[config.mk]
export PLATFORM = sky130hd
export DESIGN_NAME = bufid_release_arbiter
export DESIGN_NICKNAME = d
export VERILOG_FILES = /design/src/rtl/bufid_release_arbiter.sv
export SDC_FILE = /design/constraint.sdc
export NUM_CORES = 1
export LEC_CHECK = 0
export ABC_CLOCK_PERIOD_IN_PS = 12450
export CORE_MARGIN = 2
export CORE_UTILIZATION = 35
export CTS_BUF_LIST = sky130_fd_sc_hd__clkbuf_16
export DETAILED_ROUTE_END_ITERATION = 6
export GPL_ROUTABILITY_DRIVEN = 0
export GPL_TIMING_DRIVEN = 0
export MAX_ROUTING_LAYER = met4
export PLACE_DENSITY = 0.63
export SYNTH_ARGS = -nofsm -noshare
export SYNTH_HDL_FRONTEND = slang
export SYNTH_SLANG_ARGS = --single-unit
[constraint.sdc]
create_clock -name clk_sys -period 12.45 [get_ports clk_sys]
set_input_delay 1.245 -clock clk_sys [delete_from_list [all_inputs] [get_ports clk_sys]]
set_output_delay 1.245 -clock clk_sys [all_outputs]
set_load 0.05 [all_outputs]
[src/rtl/bufid_release_arbiter.sv]
// Packet-buffer-ID release engine: seeds the free-bufid FIFO, then arbitrates
// port releases through a refcount read-modify-write and frees last references.
module bufid_release_arbiter #(
  parameter int NUM_PORTS = 9,
  parameter int BUFID_W   = 9,
  parameter int BUFID_NUM = 512,
  parameter int RSVD_NUM  = 9,
  parameter int REFCNT_W  = 4,
  parameter int RAM_LAT   = 2
) (
  input  logic                         clk_sys,
  input  logic                         reset,
  input  logic [NUM_PORTS-1:0]         iv_port_en,
  input  logic [NUM_PORTS*BUFID_W-1:0] iv_pkt_bufid,
  input  logic [NUM_PORTS-1:0]         iv_pkt_bufid_wr,
  output logic [NUM_PORTS-1:0]         ov_pkt_bufid_ack,
  output logic [BUFID_W-1:0]           ov_ram_addr,
  output logic                         o_ram_rd,
  input  logic [REFCNT_W-1:0]          iv_ram_rdata,
  output logic                         o_ram_wr,
  output logic [REFCNT_W-1:0]          ov_ram_wdata,
  output logic                         o_pkt_bufid_wr,
  output logic [BUFID_W-1:0]           ov_pkt_bufid,
  input  logic                         i_pkt_bufid_full,
  output logic                         o_init_done,
  output logic                         o_refcnt_err,
  output logic [31:0]                  ov_free_cnt,
  output logic [2:0]                   ov_state
);

  localparam int PW = (NUM_PORTS > 1) ? $clog2(NUM_PORTS) : 1;
  localparam int CW = BUFID_W + 1;
  localparam int LW = $clog2(RAM_LAT + 1);

  typedef enum logic [2:0] {
    S_INIT = 3'd0,
    S_ARB  = 3'd1,
    S_WAIT = 3'd2,
    S_DEC  = 3'd3,
    S_PUSH = 3'd4
  } state_t;

  state_t state, state_n;

  logic [PW-1:0]        rr;
  logic [CW-1:0]        icnt;
  logic [LW-1:0]        wcnt;
  logic [NUM_PORTS-1:0] cand;
  logic                 gnt_vld;
  logic [PW-1:0]        gnt_idx;
  logic [PW:0]          pos;
  logic [BUFID_W-1:0]   sel_bufid;
  logic                 init_end;
  logic                 wait_end;

  assign cand     = iv_pkt_bufid_wr & iv_port_en;
  assign init_end = (icnt == CW'(BUFID_NUM));
  assign wait_end = (wcnt == LW'(RAM_LAT - 1));
  assign ov_state = state;

  // first candidate at or after rr, wrapping
  always_comb begin
    gnt_vld = 1'b0;
    gnt_idx = '0;
    pos     = '0;
    for (int i = 0; i < NUM_PORTS; i++) begin
      pos = {1'b0, rr} + (PW+1)'(i);
      if (pos >= (PW+1)'(NUM_PORTS))
        pos = pos - (PW+1)'(NUM_PORTS);
      if (!gnt_vld && cand[pos[PW-1:0]]) begin
        gnt_vld = 1'b1;
        gnt_idx = pos[PW-1:0];
      end
    end
  end

  always_comb begin
    sel_bufid = '0;
    for (int k = 0; k < NUM_PORTS; k++)
      if (gnt_idx == PW'(k))
        sel_bufid = iv_pkt_bufid[k*BUFID_W +: BUFID_W];
  end

  always_comb begin
    state_n = state;
    unique case (state)
      S_INIT: if (init_end) state_n = S_ARB;
      S_ARB:  if (gnt_vld) state_n = S_WAIT;
      S_WAIT: if (wait_end) state_n = S_DEC;
      S_DEC:
        state_n = (iv_ram_rdata == REFCNT_W'(1)) ? S_PUSH : S_ARB;
      S_PUSH: if (!i_pkt_bufid_full) state_n = S_ARB;
      default: state_n = S_INIT;
    endcase
  end

  always_ff @(posedge clk_sys or posedge reset) begin
    if (reset) state <= S_INIT;
    else       state <= state_n;
  end

  always_ff @(posedge clk_sys or posedge reset) begin
    if (reset) begin
      rr               <= '0;
      icnt             <= CW'(RSVD_NUM);
      wcnt             <= '0;
      ov_pkt_bufid_ack <= '0;
      ov_ram_addr      <= '0;
      o_ram_rd         <= 1'b0;
      o_ram_wr         <= 1'b0;
      ov_ram_wdata     <= '0;
      o_pkt_bufid_wr   <= 1'b0;
      ov_pkt_bufid     <= '0;
      o_init_done      <= 1'b0;
      o_refcnt_err     <= 1'b0;
      ov_free_cnt      <= '0;
    end else begin
      ov_pkt_bufid_ack <= '0;
      o_ram_rd         <= 1'b0;
      o_ram_wr         <= 1'b0;
      o_pkt_bufid_wr   <= 1'b0;
      unique case (state)
        S_INIT: begin
          if (init_end) begin
            o_init_done <= 1'b1;
          end else if (!i_pkt_bufid_full) begin
            o_pkt_bufid_wr <= 1'b1;
            ov_pkt_bufid   <= icnt[BUFID_W-1:0];
            icnt           <= icnt + 1'b1;
          end
        end
        S_ARB: begin
          if (gnt_vld) begin
            ov_pkt_bufid_ack <= NUM_PORTS'(1) << gnt_idx;
            ov_ram_addr      <= sel_bufid;
            o_ram_rd         <= 1'b1;
            wcnt             <= '0;
            rr <= (gnt_idx == PW'(NUM_PORTS - 1)) ? '0
                                                 : gnt_idx + 1'b1;
          end
        end
        S_WAIT: wcnt <= wcnt + 1'b1;
        S_DEC: begin
          // count 1 frees the id without a write; allocator rewrites on reuse
          if (iv_ram_rdata > REFCNT_W'(1)) begin
            o_ram_wr     <= 1'b1;
            ov_ram_wdata <= iv_ram_rdata - 1'b1;
          end else if (iv_ram_rdata == '0) begin
            o_refcnt_err <= 1'b1;
          end
        end
        S_PUSH: begin
          if (!i_pkt_bufid_full) begin
            o_pkt_bufid_wr <= 1'b1;
            ov_pkt_bufid   <= ov_ram_addr;
            ov_free_cnt    <= ov_free_cnt + 32'd1;
          end
        end
        default: ;
      endcase
    end
  end

endmodule
==> results of run 1 <==
## cell usage in the layout (no fill, tap or decap), types with 18 or more instances in the layout
| cell type | instances |
|---|---|
| nand2_1 | 116 |
| and2_1 | 20 |
| inv_1 | 26 |
| dfrtp_1 | 85 |
| xnor2_1 | 45 |
| nand4_1 | 18 |
| clkbuf_1 | 33 |
| buf_2 | 18 |
| ha_1 | 34 |
| mux2i_1 | 25 |
| nor2_1 | 71 |
| a211oi_1 | 26 |
| nand3_1 | 31 |
| clkdlybuf4s50_1 | 176 |
| a22oi_1 | 24 |
| a21oi_1 | 60 |
| o21ai_0 | 59 |
## stage by stage
stage / util [%] / std cells / hold slack (ns)
2_1_floorplan: - / 1033 / 0.4452
3_3_place_gp: 44.80 / 1528 / 0.4549
3_5_place_dp: 44.93 / 1529 / 0.4575
4_1_cts: 46.13 / 1545 / 0.4751
5_1_grt: 46.13 / 1545 / 0.4990
6_report: 46.13 / 1545 / 0.4667
## registers in the layout, indices dropped and copies added, names as in the netlist
register / cells
o_init_done: 1
o_pkt_bufid_wr: 1
wcnt: 2
rr: 4
ov_ram_addr: 9
o_refcnt_err: 1
ov_ram_wdata: 4
o_ram_wr: 1
o_ram_rd: 1
ov_free_cnt: 32
icnt: 10
ov_pkt_bufid_ack: 9
ov_state: 3
ov_pkt_bufid: 9
## cells by family after synthesis
group	Yosys count	share of synthesized area, %
flops	87	26.19
fa+ha+maj	34	5.111
buf+inv	94	4.781
simple gates	372	22.70
compound gates	355	30.92
xor+xnor	59	6.209
mux	32	4.089
## final cells by class
| type | count | share of cell area [%] |
|---|---|---|
| clock buffers | 9 | 2.086 |
| flip-flops and latches | 87 | 20.19 |
| multi-input cells | 852 | 53.22 |
| inverters | 32 | 1.136 |
| plain buffers | 62 | 2.573 |
| repair buffers | 177 | 16.57 |
| clock inverters | 7 | 0.5331 |
| well taps | 319 | 3.697 |
## metal layers
layer  track usage, %  routed length [um]
met2            39.69               14280
met3            5.530                3257
met1            33.55               13210
met5                -                   0
met4            11.80                1404
## worst max-delay path by stage
stage	start	to	slack [ns]	depth (start not counted)
2_1_floorplan	rr[2]	ov_ram_addr[1]	6.73	25
3_3_place_gp	rr[0]	ov_ram_addr[2]	4.37	27
3_5_place_dp	rr[0]	ov_ram_addr[2]	4.37	27
4_1_cts	rr[0]	ov_ram_addr[2]	4.34	27
5_1_grt	rr[2]	ov_ram_addr[8]	3.77	25
6_report	rr[0]	ov_ram_addr[2]	3.98	28
==> results.txt, run 1 <==
* Outcome: finished clean
- Clock-pin slew was measured on the worst setup and hold paths at about 0.070 ns.
- Main flop type after synthesis: dfrtp_1
* Final cycle utilization of the critical path: 68.00%
- Clock tree skew after final layout: 0.009674 ns
* Storage element area: approximately 2200 um2
- Setup repair after global routing left no endpoint under its margin.
* Kind of start point of the critical path: flip-flop
- The first global-routing pass estimated ~49,000 um of wire.
- Endpoints failing hold: 0
* Detailed-route vias per instance: 6.005
- Synth cell types: 88
- Counting flops with an async set or reset pin after synthesis yields a share of 100.0%.
- The number of global-route vias before repair was 8,871.
* Area taken by multi-input logic gates: 5746 um2
- Sequential elements use approximately a quarter of the synthesized area.
- Fmax: 118.1 MHz
- Worst hold start: ov_free_cnt[31]
- H-tree Lvls: 3
- CTS saw 87 sinks.
- Worst hold path cell count: 1
- Setup slack on the critical path of the routed design comes to 3.984 ns.
- Number of buffers and inverters on the critical path: 10
- Setup total negative slack on the finished layout was measured at 0 ns.
* Reg-to-reg slack, setup: approximately 4.0 ns
* Cell seen most often among critical-path stages: clkbuf_1
- The first detailed-routing pass took 6 iterations.
* Worst hold path class: reg2reg
- Count of flip-flops with a built-in enable after synthesis: 0
- The finished cells cover 10,800 um2.
- During placement, the flow inserted port buffers numbering 176.
- In this run the critical register-to-register path is captured at ov_ram_addr[2].
- TritonCTS Buffers: 9
- Category of the most critical setup path: reg2reg
- Post-CTS repair changed the size of 0 cells.
* Required @ worst endpoint: 12.73 ns
* Detailed placement HPWL: 24,730 um
- The total area inside the core boundary comes to 23,400 um2.
- The number of antenna diodes in the final layout is 0.
* Total vias in the final route: 9,277
- Total of fill cells in the finished design: 2,400
- Syn Inst Count: 1,033
- In the final routed layout, each cell accounts on average for 20.81 um.
- Initial Util: 35.56%
- Dividing the synthesized area by the synthesized cell count gives 8.057 um2.
- For hold timing, the worst endpoint is ov_free_cnt[31].
- On the worst path, the slowest cell contributes a delay of 0.54 ns.
- The number of hold buffers added after CTS was 0.
- Max-cap violations in this run came to 0.
* Place WS: 4.370 ns
- Min cycle time layout: 8.466 ns
- For this run the aggregate overflow at the end of global routing stands at 0.
- The die covers 25,030 um2.
- The slowest stage of the critical path belongs to the cell clkbuf_1.
- Post-layout nets: between 1,000 and 1,500
- Total routing resource utilization after global routing: 26.17%
- The floorplan has 56 rows.
- Compared with the post-synthesis result, the final layout area differs by 29.72%.
- The worst pin sits at a relative slew slack of 37.38%.
- I/O pin count: 177
- Worst reg2reg path depth: 28
- Starting DRC count in detailed routing: slightly below 1,000
- Measured slew at the worst slew-check pin: ~0.94 ns
* Fraction of layout instances using a drive strength above 1: 6.852%
- Synth area leaders: dfrtp_1 26%, nand2_1 5.2%, ha_1 5.1%, xnor2_1 4.7%, a21oi_1 3.6%
- The die is approximately 160 um tall.
- WL final: 32,150 um
- Startpoint of the lowest-slack register-to-register path: rr[0]
- The count of nets left with antenna violations once routing finished came out at 0.
* Buffers inserted during post-CTS setup optimization: 0
- After synthesis, the largest area contributor takes up 25.56% of total cell area.
- Post-Synthesis Cell Area: 8323 um2
- The synthesized design contains 87 register bits.
* Post-detailed-placement cell area: around 11,000 um2
* Maximum number of pins on one net before global-route repair: 58
* Number of synthesis warnings: 0
* CTS tree: yes
- The initial antenna violation count is 0.
- Remaining DRCs: 0
- Critical path's top delay family: buffers and inverters
- The die is 158.2 um wide.
* Most instantiated library cell after synthesis: nand2_1
- Along the worst path, the maximum fanout reaches 13.
* Commonest cells post-synth: 116 x nand2_1, 85 x dfrtp_1, 71 x nor2_1, 60 x a21oi_1, 59 x o21ai_0
- At the later pin of the worst-skew pair, clock insertion delay measures 0.34 ns.
- Critical Path Sink Type: flip-flop
- The tree is rooted in a clkbuf_16.
- STA puts the critical path data arrival time at 8.75 ns.
- dfrtp_1 takes more of the synthesized area than any other cell.
- The clock passes through at most 2 buffers.
- Final setup fails: 0
- The max-slew violation total from the final report is 0.
- When the netlist entered floorplanning its net count stood at 1,173.
Power of run 1 is left out: the tool's default activity adds up to more than one toggle a clock period on the data nets, which glitch-free logic cannot reach.
==> run 2, diff against run 1 <==
- ABC_CLOCK_PERIOD_IN_PS: 12450 -> 7400
- PLACE_DENSITY: 0.63 -> 0.65
- clock period: 12.45 -> 7.4 ns (I/O delays scaled with it)
==> results.txt, run 2 (synthesis results as in run 1) <==
* Outcome: finished clean
- Min cycle time layout: 7.096 ns (-1.370 ns)
- The measured slew at the worst slew-check pin came to 0.8902 ns (-0.04915 ns).
- Most frequent cells in the layout: 176 x clkdlybuf4s50_1, 116 x nand2_1, 84 x dfrtp_1
- Worst hold start: o_refcnt_err
- CTS Sinks: 87 (unchanged)
- Setup repair after global routing left no endpoint under its margin.
* Critical Path AT: 7.38 ns (-1.37 ns)
- Clock input transition at the sequential cells of the worst setup and hold paths: 0.07 ns (about the same)
- Worst hold path cell count: 1 (unchanged)
- The floorplan die width came to 158.2 um (unchanged).
- The flip-flop count of the largest register after layout came to 32 (unchanged).
- Critical path fanouts, max: 13 (unchanged)
- The largest registers in the layout are ov_free_cnt (32), icnt (10).
* Fraction of layout instances using a drive strength above 1: 8.137% (+1.3 points)
- The global-route congestion overflow total came to 0 (unchanged).
- The wire length of the first global-routing pass came to 48,610 um (-1.1%).
* Worst hold path class: reg2reg
- The half-perimeter wire length of the detailed placement result is 24,080 um (-2.6%).
- The clock latency at the later pin of the worst-skew pair was 0.35 ns (about the same).
- TritonCTS Buffers: 9 (unchanged)
- Final-report max-slew violation count: 0 (unchanged)
- The worst clock skew was 0.01050 ns (+0.0008259 ns).
- Starting DRC count in detailed routing: 1,192 (+20%)
* Number of global-route vias before repair: 8,718 (-1.7%)
* Endpoints failing hold: 0 (unchanged)
* Post-Route Setup TNS: 0 ns (unchanged)
- Final cycle utilization of the critical path: 95.89% (+28 points)
* Count of max-cap constraint violations: 0 (unchanged)
* # diodes: 0 (unchanged)
- The relative slew slack was 40.53% (+3.1 points).
- Total routing resource utilization after global routing: 26.04% (-0.13 points)
* Port buffer count: 176 (unchanged)
- The number of top-level pins came to 177 (unchanged).
- Fmax: 140.9 MHz (+19%)
- The maximum clock path buffer count came to 2 (unchanged).
* Final setup fails: 0 (unchanged)
- Remaining DRCs: 0 (unchanged)
- Met3 global-route usage: 7.583% (+2.1 points)
- Maximum number of pins on one net before global-route repair: 63 (+8.6%)
- The data required time of the critical path came to 7.69 ns (-5.04 ns).
* Worst reg2reg path depth: 26 (-7.1%)
* Post-layout nets: 1,364 (+0.22%)
* Met1 capacity usage during global routing: 33.07% (-0.47 points)
* Cell at the root of the clock tree: clkbuf_16
- H-tree Lvls: 3 (unchanged)
- STA classifies the critical path endpoint as a flip-flop.
* Hold WS: 0.4779 ns (+0.01119 ns)
- The area enclosed by the die boundary came to 25,030 um2 (unchanged).
- The library cell used most frequently in the layout, excluding fill and tap cells, is clkdlybuf4s50_1.
- The area inside the core boundary is 23,400 um2 (unchanged).
* Initial Util: 35.56% (unchanged)
- The worst-case register-to-register setup slack was 0.30 ns (-3.68 ns).
- Area taken by multi-input logic gates: 5781 um2 (+0.61%)
- Startpoint of the lowest-slack register-to-register path: rr[0]
- The total number of vias was 9,349 (+0.78%).
- TritonCTS built the clock tree.
- The global routing stage identified its most utilized layer as met2.
* Storage element area: 2181 um2 (about the same)
* Drt pass-1 iters: 5 (-1)
- WL final: 32,050 um (-0.34%)
- Antenna viol nets, final: 0 (unchanged)
- Reg with most FFs: ov_free_cnt
- Worst Hold Path EP: o_refcnt_err
- Category of the most critical setup path: reg2reg
- Antenna violations before repair: 0 (unchanged)
- The die span in y came to 158.2 um (unchanged).
* WL/cell: 20.70 um (-0.53%)
- STA classifies the critical path startpoint as a flip-flop.
- The area growth from synthesis to layout is 30.61%.
* Std-Cell Rows: 56 (unchanged)
- The via count normalized by instance count was 6.039 (+0.58%).
* Global routing usage on met2: 38.07% (-1.6 points)
- Total of fill cells in the finished design: 2,369 (-1.3%)
* Endpoint of the most critical register-to-register path: ov_ram_addr[1]
[run 2: worst max path at each step]
stage,start,to,slack [ns],cells past startpoint
after detailed placement,rr[0],ov_ram_addr[1],-0.53,27
after floorplan,rr[2],ov_ram_addr[1],1.68,25
after global routing,rr[0],ov_ram_addr[2],0.01,29
after CTS,rr[0],ov_ram_addr[1],0.04,25
after global placement,rr[0],ov_ram_addr[1],-0.60,28
final,rr[0],ov_ram_addr[1],0.30,26
[run 2: worst max-delay path: stages (launching register included)]
cell,delay (ns)
dfrtp_1,0.50
buf_2,0.35
clkinvlp_4,0.24
buf_2,0.30
ha_1,0.33
buf_2,0.25
buf_2,0.33
nand2_1,0.28
o22ai_1,0.20
nand2_1,0.10
a31oi_1,0.27
a32oi_1,0.19
a2111oi_4,0.70
nand4_4,0.31
nor2_2,0.32
o21ai_0,0.14
a32o_1,0.35
inv_1,0.10
ha_1,0.23
nor2b_1,0.15
clkbuf_1,0.31
clkbuf_2,0.31
a22oi_1,0.09
nor2_1,0.15
a21oi_1,0.06
o21ai_1,0.28
a211o_1,0.17
[run 2: final cells by class]
type	count	area share [%]
Multi-Input combinational cell	852	53.18
Sequential cell	87	20.06
Timing Repair Buffer	180	16.67
Tap cell	319	3.672
Buffer	62	2.601
Clock buffer	9	2.072
Inverter	32	1.232
Clock inverter	7	0.5180
[run 2: through the flow]
step                      std cells  worst slack (ns)  util, %  cell area, um2
after CTS                      1545           0.04252    46.21           10810
after global placement         1528           -0.5983    44.80           10480
after detailed placement       1529           -0.5297    44.93           10510
after floorplan                1033             1.679        -            8323
final                          1548            0.3039    46.45           10870
after global routing           1548           0.01457    46.45           10870
[run 2: timing repair]
action | 4_1_cts | 5_1_grt
endpoints found under the setup margin | 9 | 9
hold buffers | 0 | 0
pin swaps | 0 | 0
buffers inserted | 0 | 3
gates resized for setup | 7 | 11
[run 2: per-layer routing]
| metal | part of all wire [%] | vias to the layer above |
|---|---|---|
| met5 | 0 | - |
| met4 | 5.1 | 0 |
| met3 | 12 | 138 |
| met2 | 43 | 596 |
| met1 | 40 | 4351 |
| li1 | - | 4264 |
Power of run 2 is left out for the same reason.
